--- src/rtl/rd_ddr_queue_engine.sv ---
// rtl/rd_ddr_queue_engine.sv - splits queue read commands into AXI4 read bursts over per-queue DDR rings
module rd_ddr_queue_engine #(
    parameter int C_M_AXI_ADDR_WIDTH = 32,
    parameter int C_M_AXI_DATA_WIDTH = 64,
    parameter int P_DDR_LOCAL_QUEUE = 4,
    parameter int P_QUEUE_NUM = 8,
    parameter logic [C_M_AXI_ADDR_WIDTH-1:0] P_QUEUE_SIZE = 32'h0008_0000,
    parameter logic [C_M_AXI_ADDR_WIDTH-1:0] P_BASE_ADDR = 32'h0000_0000,
    parameter int P_BURST_LEN = 16
) (
    input  logic                              i_clk,
    input  logic                              i_rst,
    input  logic                              i_rd_flag,
    input  logic [P_DDR_LOCAL_QUEUE-1:0]      i_rd_queue,
    input  logic [C_M_AXI_ADDR_WIDTH-1:0]     i_rd_byte,
    input  logic                              i_rd_byte_valid,
    output logic                              o_rd_byte_ready,
    output logic                              o_rd_queue_finish,
    output logic                              o_rd_err,
    output logic [C_M_AXI_ADDR_WIDTH-1:0]     o_m_axi_araddr,
    output logic [7:0]                        o_m_axi_arlen,
    output logic                              o_m_axi_arvalid,
    input  logic                              i_m_axi_arready,
    input  logic [C_M_AXI_DATA_WIDTH-1:0]     i_m_axi_rdata,
    input  logic                              i_m_axi_rvalid,
    input  logic                              i_m_axi_rlast,
    output logic                              o_m_axi_rready,
    output logic [C_M_AXI_DATA_WIDTH-1:0]     o_data,
    output logic [C_M_AXI_DATA_WIDTH/8-1:0]   o_data_keep,
    output logic                              o_data_valid,
    output logic                              o_data_last,
    output logic                              o_data_flag,
    input  logic                              i_data_ready,
    output logic                              o_rd_ptr_valid,
    output logic [P_DDR_LOCAL_QUEUE-1:0]      o_rd_ptr_queue,
    output logic [C_M_AXI_ADDR_WIDTH-1:0]     o_rd_ptr
);

    localparam int AW  = C_M_AXI_ADDR_WIDTH;
    localparam int BB  = C_M_AXI_DATA_WIDTH / 8;
    localparam int BSH = $clog2(BB);
    localparam int QIW = (P_QUEUE_NUM > 1) ? $clog2(P_QUEUE_NUM) : 1;
    localparam logic [AW-1:0] BL = AW'(P_BURST_LEN);
    localparam logic [AW-1:0] BB_A = AW'(BB);

    typedef enum logic [2:0] {S_IDLE, S_CALC, S_AR, S_DATA, S_DONE} state_t;

    state_t state, state_n;

    logic [P_DDR_LOCAL_QUEUE-1:0] q_reg;
    logic                         flag_reg;
    logic                         err_reg;
    logic                         zero_reg;
    logic [AW-1:0]                rem;
    logic [BB-1:0]                keep_last;
    logic [AW-1:0]                araddr_reg;
    logic [7:0]                   arlen_reg;
    logic [AW-1:0]                rptr [P_QUEUE_NUM];

    logic [QIW-1:0] q_idx;
    logic [AW-1:0]  cur_rptr;
    logic [AW-1:0]  next_rptr;
    logic [AW-1:0]  space_beats;
    logic [AW-1:0]  burst_a;
    logic [AW-1:0]  burst;
    logic [AW-1:0]  queue_base;
    logic [AW-1:0]  beats_total;
    logic [BB-1:0]  keep_calc;
    logic           r_hs;

    assign q_idx       = q_reg[QIW-1:0];
    assign cur_rptr    = rptr[q_idx];
    assign next_rptr   = (cur_rptr + BB_A == P_QUEUE_SIZE) ? '0 : cur_rptr + BB_A;
    assign space_beats = (P_QUEUE_SIZE - cur_rptr) >> BSH;
    assign burst_a     = (rem < BL) ? rem : BL;
    assign burst       = (space_beats < burst_a) ? space_beats : burst_a;
    assign queue_base  = P_BASE_ADDR + AW'(q_reg) * P_QUEUE_SIZE;
    assign beats_total = (i_rd_byte >> BSH) + {{(AW-1){1'b0}}, |i_rd_byte[BSH-1:0]};
    assign r_hs        = (state == S_DATA) && i_m_axi_rvalid && i_data_ready;

    // Last-beat byte mask: low (bytes mod BB) lanes, or every lane when the count is beat-aligned
    always_comb begin
        keep_calc = '1;
        if (i_rd_byte[BSH-1:0] != '0) begin
            keep_calc = ~({BB{1'b1}} << i_rd_byte[BSH-1:0]);
        end
    end

    // State register
    always_ff @(posedge i_clk) begin
        if (!i_rst) begin
            state <= S_IDLE;
        end else begin
            state <= state_n;
        end
    end

    // Next-state and handshake outputs
    always_comb begin
        state_n           = state;
        o_rd_byte_ready   = 1'b0;
        o_m_axi_arvalid   = 1'b0;
        o_m_axi_rready    = 1'b0;
        o_data_valid      = 1'b0;
        o_rd_queue_finish = 1'b0;
        o_rd_err          = 1'b0;
        o_rd_ptr_valid    = 1'b0;
        case (state)
            S_IDLE: begin
                o_rd_byte_ready = i_rst;
                if (i_rd_byte_valid && i_rst) begin
                    state_n = S_CALC;
                end
            end
            S_CALC: begin
                state_n = (err_reg || rem == '0) ? S_DONE : S_AR;
            end
            S_AR: begin
                o_m_axi_arvalid = 1'b1;
                if (i_m_axi_arready) begin
                    state_n = S_DATA;
                end
            end
            S_DATA: begin
                o_m_axi_rready = i_data_ready;
                o_data_valid   = i_m_axi_rvalid;
                if (r_hs && i_m_axi_rlast) begin
                    state_n = (rem > 1) ? S_CALC : S_DONE;
                end
            end
            S_DONE: begin
                o_rd_queue_finish = 1'b1;
                o_rd_err          = err_reg;
                o_rd_ptr_valid    = !err_reg && !zero_reg;
                state_n           = S_IDLE;
            end
            default: state_n = S_IDLE;
        endcase
    end

    // Command capture, burst sizing, beat accounting and per-queue read pointers
    always_ff @(posedge i_clk) begin
        if (!i_rst) begin
            q_reg      <= '0;
            flag_reg   <= 1'b0;
            err_reg    <= 1'b0;
            zero_reg   <= 1'b0;
            rem        <= '0;
            keep_last  <= '0;
            araddr_reg <= '0;
            arlen_reg  <= '0;
            for (int i = 0; i < P_QUEUE_NUM; i++) begin
                rptr[i] <= '0;
            end
        end else begin
            case (state)
                S_IDLE: begin
                    if (i_rd_byte_valid) begin
                        q_reg     <= i_rd_queue;
                        flag_reg  <= i_rd_flag;
                        err_reg   <= int'(i_rd_queue) >= P_QUEUE_NUM;
                        zero_reg  <= i_rd_byte == '0;
                        rem       <= beats_total;
                        keep_last <= keep_calc;
                    end
                end
                S_CALC: begin
                    araddr_reg <= queue_base + cur_rptr;
                    arlen_reg  <= burst[7:0] - 8'd1;
                end
                S_DATA: begin
                    if (r_hs) begin
                        rem         <= rem - 1'b1;
                        rptr[q_idx] <= next_rptr;
                    end
                end
                default: ;
            endcase
        end
    end

    assign o_m_axi_araddr = o_m_axi_arvalid ? araddr_reg : '0;
    assign o_m_axi_arlen  = o_m_axi_arvalid ? arlen_reg : '0;
    assign o_data         = (state == S_DATA) ? i_m_axi_rdata : '0;
    assign o_data_flag    = (state == S_DATA) ? flag_reg : 1'b0;
    assign o_data_last    = o_data_valid && (rem == 1);
    assign o_data_keep    = (state != S_DATA) ? '0 : ((rem == 1) ? keep_last : '1);
    assign o_rd_ptr_queue = o_rd_ptr_valid ? q_reg : '0;
    assign o_rd_ptr       = o_rd_ptr_valid ? cur_rptr : '0;

endmodule

--- config.mk ---
export PLATFORM = sky130hd
export DESIGN_NAME = rd_ddr_queue_engine
export DESIGN_NICKNAME = d
export VERILOG_FILES = /design/src/rtl/rd_ddr_queue_engine.sv
export SDC_FILE = /design/constraint.sdc
export NUM_CORES = 1
export LEC_CHECK = 0
export BUFFER_PORTS_ARGS = -buffer_cell sky130_fd_sc_hd__buf_2
export CAP_MARGIN = 20
export CORE_UTILIZATION = 60
export CTS_BUF_LIST = sky130_fd_sc_hd__clkbuf_4 sky130_fd_sc_hd__clkbuf_8
export CTS_CLUSTER_SIZE = 30
export DETAILED_ROUTE_END_ITERATION = 8
export GPL_ROUTABILITY_DRIVEN = 0
export PLACE_DENSITY = 0.83
export RECOVER_POWER = 100
export SLEW_MARGIN = 20
export SYNTH_ARGS = -nofsm -noshare
export SYNTH_HDL_FRONTEND = slang
export SYNTH_SLANG_ARGS = --single-unit
--- constraint.sdc ---
create_clock -name i_clk -period 7.6 [get_ports i_clk]
set_input_delay 1.52 -clock i_clk [delete_from_list [all_inputs] [get_ports i_clk]]
set_output_delay 1.52 -clock i_clk [all_outputs]
set_load 0.05 [all_outputs]
# Word-level counts from Yosys, hierarchy flattened
# Memory sizes are Yosys's and may differ from the RTL's. A register that Yosys moved wholly into a read port is not among the register bits.
# Cells that the tools add are included.
[op_classes] addsub=6 n_lt_le_gt_ge=4 n_eq_ne=12 shifts=1 muxes=38 bitwise=1 reduce_logical=19
[op_table] cell="32-bit 2-to-1 mux" n=7
[op_table] cell="32-bit zero test" n=2
[op_table] cell="64-bit 2-to-1 mux" n=1
[op_table] cell="32-bit case mux with 2 select lines" n=1
[op_table] cell="8-bit 2-to-1 mux" n=5
[op_table] cell="23-bit by 32-bit adder with 32-bit output" n=1
[op_table] cell="32-bit by 4-bit adder with 32-bit output, second input constant" n=1
[op_table] cell="32-bit by 1-bit == test with 1-bit output, second input constant" n=1
[op_table] cell="32-bit by 20-bit == test with 1-bit output, second input constant" n=1
[op_table] cell="32-bit by 1-bit greater-than comparator with 1-bit output, second input constant" n=1
[op_table] cell="29-bit by 32-bit < comparator with 1-bit output" n=1
[op_table] cell="32-bit by 5-bit < comparator with 1-bit output, second input constant" n=1
[op_table] cell="32-bit OR reduction" n=1
[op_table] cell="20-bit by 32-bit subtractor with 32-bit output, first input constant" n=1
[op_table] cell="32-bit by 1-bit subtractor with 32-bit output, second input constant" n=1
[op_table] cell="29-bit by 1-bit adder with 30-bit output" n=1
[op_table] cell="3-bit 2-to-1 mux" n=8
[op_table] cell="1-bit 2-to-1 mux" n=14
[op_table] cell="3-bit case mux with 4 select lines" n=1
[op_table] cell="2-bit != test, second input constant" n=5
[op_table] cell="8-bit inverter" n=1
[op_table] cell="8-bit by 3-bit left shift with 8-bit output, first input constant" n=1
[op_table] cell="8-bit by 1-bit subtractor with 8-bit output, second input constant" n=1
[op_table] cell="3-bit by 2-bit == test with 1-bit output, second input constant" n=2
[op_table] cell="14 further kinds" n=21
[totals] register_bits=90 ramBits=256 input_bits=108 output_inout_bits=157 wordCells=91 n_memories=1
[mem_list] name="rptr" depth=8 width=32 read_ports=1 rd_ports_with_merged_regs=1 write_ports=8 line_no="58" source="logic [AW-1:0] rptr [P_QUEUE_NUM];"

# Depth between registers and ports, before layout
[depth] ltp_word=9 depth_mapped=29 ltp_nobuf=24

# Least setup slack after synthesis
# No wires, ideal clock.
[synth_timing] path_type="register to register" startpoint="reg with a tool-made name" endpoint="reg arlen_reg[6]" setup_time_ps=70 arrival_time_ps=5240 required_ps=7530 path_slack_ps=2290 stages_incl_launch_ff=25 path_buffers=4 synth_period_minus_slack_ps=5310 cell_sequence="dfxtp_1 -> buf_6 -> buf_12 -> buf_12 -> mux4_2 -> nor3b_1 -> o21ai_1 -> clkbuf_1 -> nor4b_1 -> xor2_1 -> ha_1 -> a21o_1 -> a21o_1 -> a221oi_1 -> a211o_1 -> a41oi_1 -> o31ai_2 -> a21oi_1 -> a31oi_1 -> ha_1 -> inv_1 -> nor4_1 -> xor2_1 -> mux2i_1 -> a21oi_1"
[synth_lines] element="to (signal assigned)" line_no="169" source="arlen_reg <= burst[7:0] - 8'd1;"
[synth_lines] element="to (decl)" line_no="57" source="logic [7:0] arlen_reg;"

==> impl_metrics.toml <==
[finish]
diodes = 0
synthToLayoutAreaGrowth_pct = 14.1
largest_reg_flops = 256
fillers = 2343
fin_nets = 2304
drive_gt1_share_pct = 15.7

[setup_path]
path_max_fanout = 38
worst_setup_path_end_kind = "flip-flop"
cp.required_ns = 8.11
ff2ff_path_depth = 24
cp.arrival_ns = 7.33
rrSetupSlack_ns = 0.78
r2r-end = "arlen_reg[6]$_SDFFE_PN0P_"
path_class = "reg2reg"
crit_path_start_kind = "flip-flop"

[synthesis]
muxShareOfSynthArea_pct = 9.61
synth-simple-area-share_pct = 22.0
synth_top_family_by_area = "simple AND/OR/NAND/NOR gates"
yosysTopAreaCell = "edfxtp_1"
synth_top_area_share_pct = 39.5
async_reset_ff_share_pct = 0
synth_seq_area_share_pct = 49.1
synth_compound_area_share_pct = 8.56
netlist_area_um2 = 19400
synth_xor_area_share_pct = 4.48
synth_top_flop_cell = "edfxtp_1"
synth_cells = 1879
ys_seq_elements = 349
synth_warnings = 0
synth_edf_count = 256
ys_types = 83
synth-adder-area-share_pct = 2.74
syn_avg_cell_area_um2 = 10.3
ys_top_cells_by_area = "edfxtp_1 40%, dfxtp_1 9.6%, nor2_1 7.1%, mux4_2 6.9%, nand2_1 3.0%"

[cts]
cts_buffers = 55
cts_buffer_depth = 3
cts_tree = "yes"
cts_setup_buffers = 0
root_buffer = "clkbuf_8"
clk_latency_ns = 0.64
htree_levels = 2
postCtsHoldBufs = 0
cts_resized = 0
clkSinkCount = 349
clk_pin_slew_worst_paths_ns = 0.06

[run_status]
violations = "capacitance limit, slew limit"
outcome = "finished, violations left"

[worst_hold_path]
hp-class = "reg2reg"
hold_path_end = "flag_reg$_SDFFE_PN0P_"
hp-start = "flag_reg$_SDFFE_PN0P_"
hold_path_depth = 2

[sta]
max_freq_mhz = 147
setup_viol = 0
worst_slew_pin_slew_ns = 2.93
rsz0062_at_grt = "no"
fin_worst_skew_ns = 0.0513
fin_crit_ns = 6.82
worst_slew_margin_rel_pct = -95.2
hold_ws_ns = 0.467
slew_violations = 326
finalCritPeriodShare_pct = 89.7
tns_ns = 0
finalHoldViolCount = 0

[grt]
grt_pass1_vias = 15600
grt_pass1_wl_um = 86400
grt_max_degree = 78
overflow = 0
track_usage_pct = 33.8
antenna_found_initial = 0

[detailed_routing]
antenna_left = 0
via_per_inst = 6.35
first_pass_iters = 6
num_vias = 16500
post-route-drc-count = 0
drt-total-wl_um = 56800
drt_iter0_drc = 2225
drt-wirelength-per-cell_um = 21.8

[floorplan]
initial_core_util_pct = 61.3
io_pins = 265
die-area_um2 = 33100
die_height_um = 182
fp-row-count = 65
die_w_um = 182
core_region_area_um2 = 31700

[pwr]
p_leak_uw = 0.00862
totalPowerFinal_uw = 5430
cellPowerDensity_nw_per_um2 = 245
ir_drop_mv = 0.146

[placed_design]
numPortBuffers = 264
dp_hpwl_um = 37200

[job]
cap_violations = 7
## cell usage in the layout, fill, tap and decap left out, types with 13 or more instances in the layout
cell type  instances
conb_1            24
nand4_1           24
xor2_1            34
clkbuf_8          62
buf_4             37
dfxtp_1           90
a21boi_0          19
a21oi_1           61
o21ai_0           71
clkbuf_4          20
and2_1            48
nor3_1            45
edfxtp_1         256
o211a_1           25
nand3_1           52
nand2_1          154
xnor2_1           60
mux2i_1           27
nand2b_1          13
buf_2            112
and3_1            80
nor2_1           368
nor4_1            21
mux4_2            60
clkbuf_1         158
nor2b_1           14
ha_1              41
inv_1             26
## critical path, cell delays in order, from the launching register on
cell and delay, ns:
dfxtp_4 0.88, buf_4 0.42, mux4_2 0.53, mux2i_1 0.14, buf_4 0.22, nand4_1 0.21, nor4_1 0.74, a41o_1 0.31
and2_1 0.27, nand4_1 0.14, xnor2_1 0.16, ha_1 0.32, nand2_1 0.05, nor2_1 0.15, nand3_1 0.13, nor3_1 0.32
o31ai_2 0.21, and3b_1 0.24, nor2_1 0.11, ha_1 0.28, inv_1 0.09, nor4_1 0.35, xor2_1 0.18, mux2i_1 0.09
a21oi_1 0.14
## kinds of logic (layout without fill, tap and decap cells)
logic type      Yosys count  in the layout
buf+inv                 149            447
simple gates            886            886
fa+ha+maj                42             42
xor+xnor                 97             97
compound gates          255            255
mux                     100            100
other cells               1             24
flops                   349            349
## final cells by class
class / count / area (µm²) / share of cell area, %
clock buffer: 82 / 1000 / 4.52
clock inverter: 21 / 214 / 0.965
inverter: 27 / 101 / 0.457
multi-input combinational: 1404 / 9290 / 41.9
sequential: 349 / 9560 / 43.1
tap: 402 / 503 / 2.27
timing repair buffer: 317 / 1520 / 6.85
## synthesized netlist by cell type (4+ instances only)
| library cell | count |
|---|---|
| nor2_1 | 368 |
| edfxtp_1 | 256 |
| nand2_1 | 154 |
| clkbuf_1 | 96 |
| dfxtp_1 | 93 |
| and3_1 | 80 |
| o21ai_0 | 71 |
| a21oi_1 | 61 |
| mux4_2 | 60 |
| xnor2_1 | 60 |
| and2_1 | 59 |
| nand3_1 | 52 |
| nor3_1 | 45 |
| ha_1 | 41 |
| xor2_1 | 34 |
| mux2i_1 | 28 |
| inv_1 | 26 |
| o211a_1 | 25 |
| nand4_1 | 24 |
| a21boi_0 | 19 |
| nor4_1 | 19 |
| nor2b_1 | 14 |
| nand2b_1 | 13 |
| buf_2 | 11 |
| or3_1 | 11 |
| a21o_1 | 10 |
| o22ai_1 | 10 |
| nor3b_1 | 9 |
| a22oi_1 | 7 |
| and4_1 | 6 |
| buf_4 | 6 |
| mux4_1 | 6 |
| o21ai_1 | 6 |
| a31oi_1 | 5 |
| mux2i_2 | 5 |
| o211ai_1 | 5 |
| a211oi_1 | 4 |
| buf_12 | 4 |
| nor4_2 | 4 |
| nor4b_1 | 4 |
| o21a_1 | 4 |
| o31ai_1 | 4 |
## per-layer routing
layer | wire [µm] | global-route usage [%] | vias up
met5 | 0 | 0 | -
met4 | 1890 | 12.3 | 0
met3 | 6690 | 6.06 | 186
met2 | 25900 | 51.9 | 1146
met1 | 22300 | 48.1 | 7851
li1 | - | - | 7330
## through the flow
step	utilization [%]	area, µm²	cells	setup WS (ns)
2_1_floorplan	-	19500	1902	2.29
3_3_place_gp	66.8	21200	2498	1.46
4_1_cts	70.7	22400	2601	1.06
3_5_place_dp	66.8	21200	2498	1.14
6_report	69.9	22200	2602	0.781
5_1_grt	69.9	22200	2602	0.303
## power breakdown
group / switching (µW) / internal, µW / total (µW)
combinational: 937 / 472 / 1410
sequential: 104 / 2170 / 2270
clock: 764 / 987 / 1750
total: 1800 / 3630 / 5430
## worst max path at each step
stage,slack (ns),endpoint,cells after the start
after CTS,1.06,arlen_reg[6]$_SDFFE_PN0P_,24
final,0.78,arlen_reg[6]$_SDFFE_PN0P_,24
after detailed placement,1.14,arlen_reg[6]$_SDFFE_PN0P_,24
after floorplan,2.29,arlen_reg[6]$_SDFFE_PN0P_,24
after global routing,0.30,arlen_reg[6]$_SDFFE_PN0P_,24
after global placement,1.46,arlen_reg[6]$_SDFFE_PN0P_,24
Note: power is estimated with default switching activity, not from simulation.
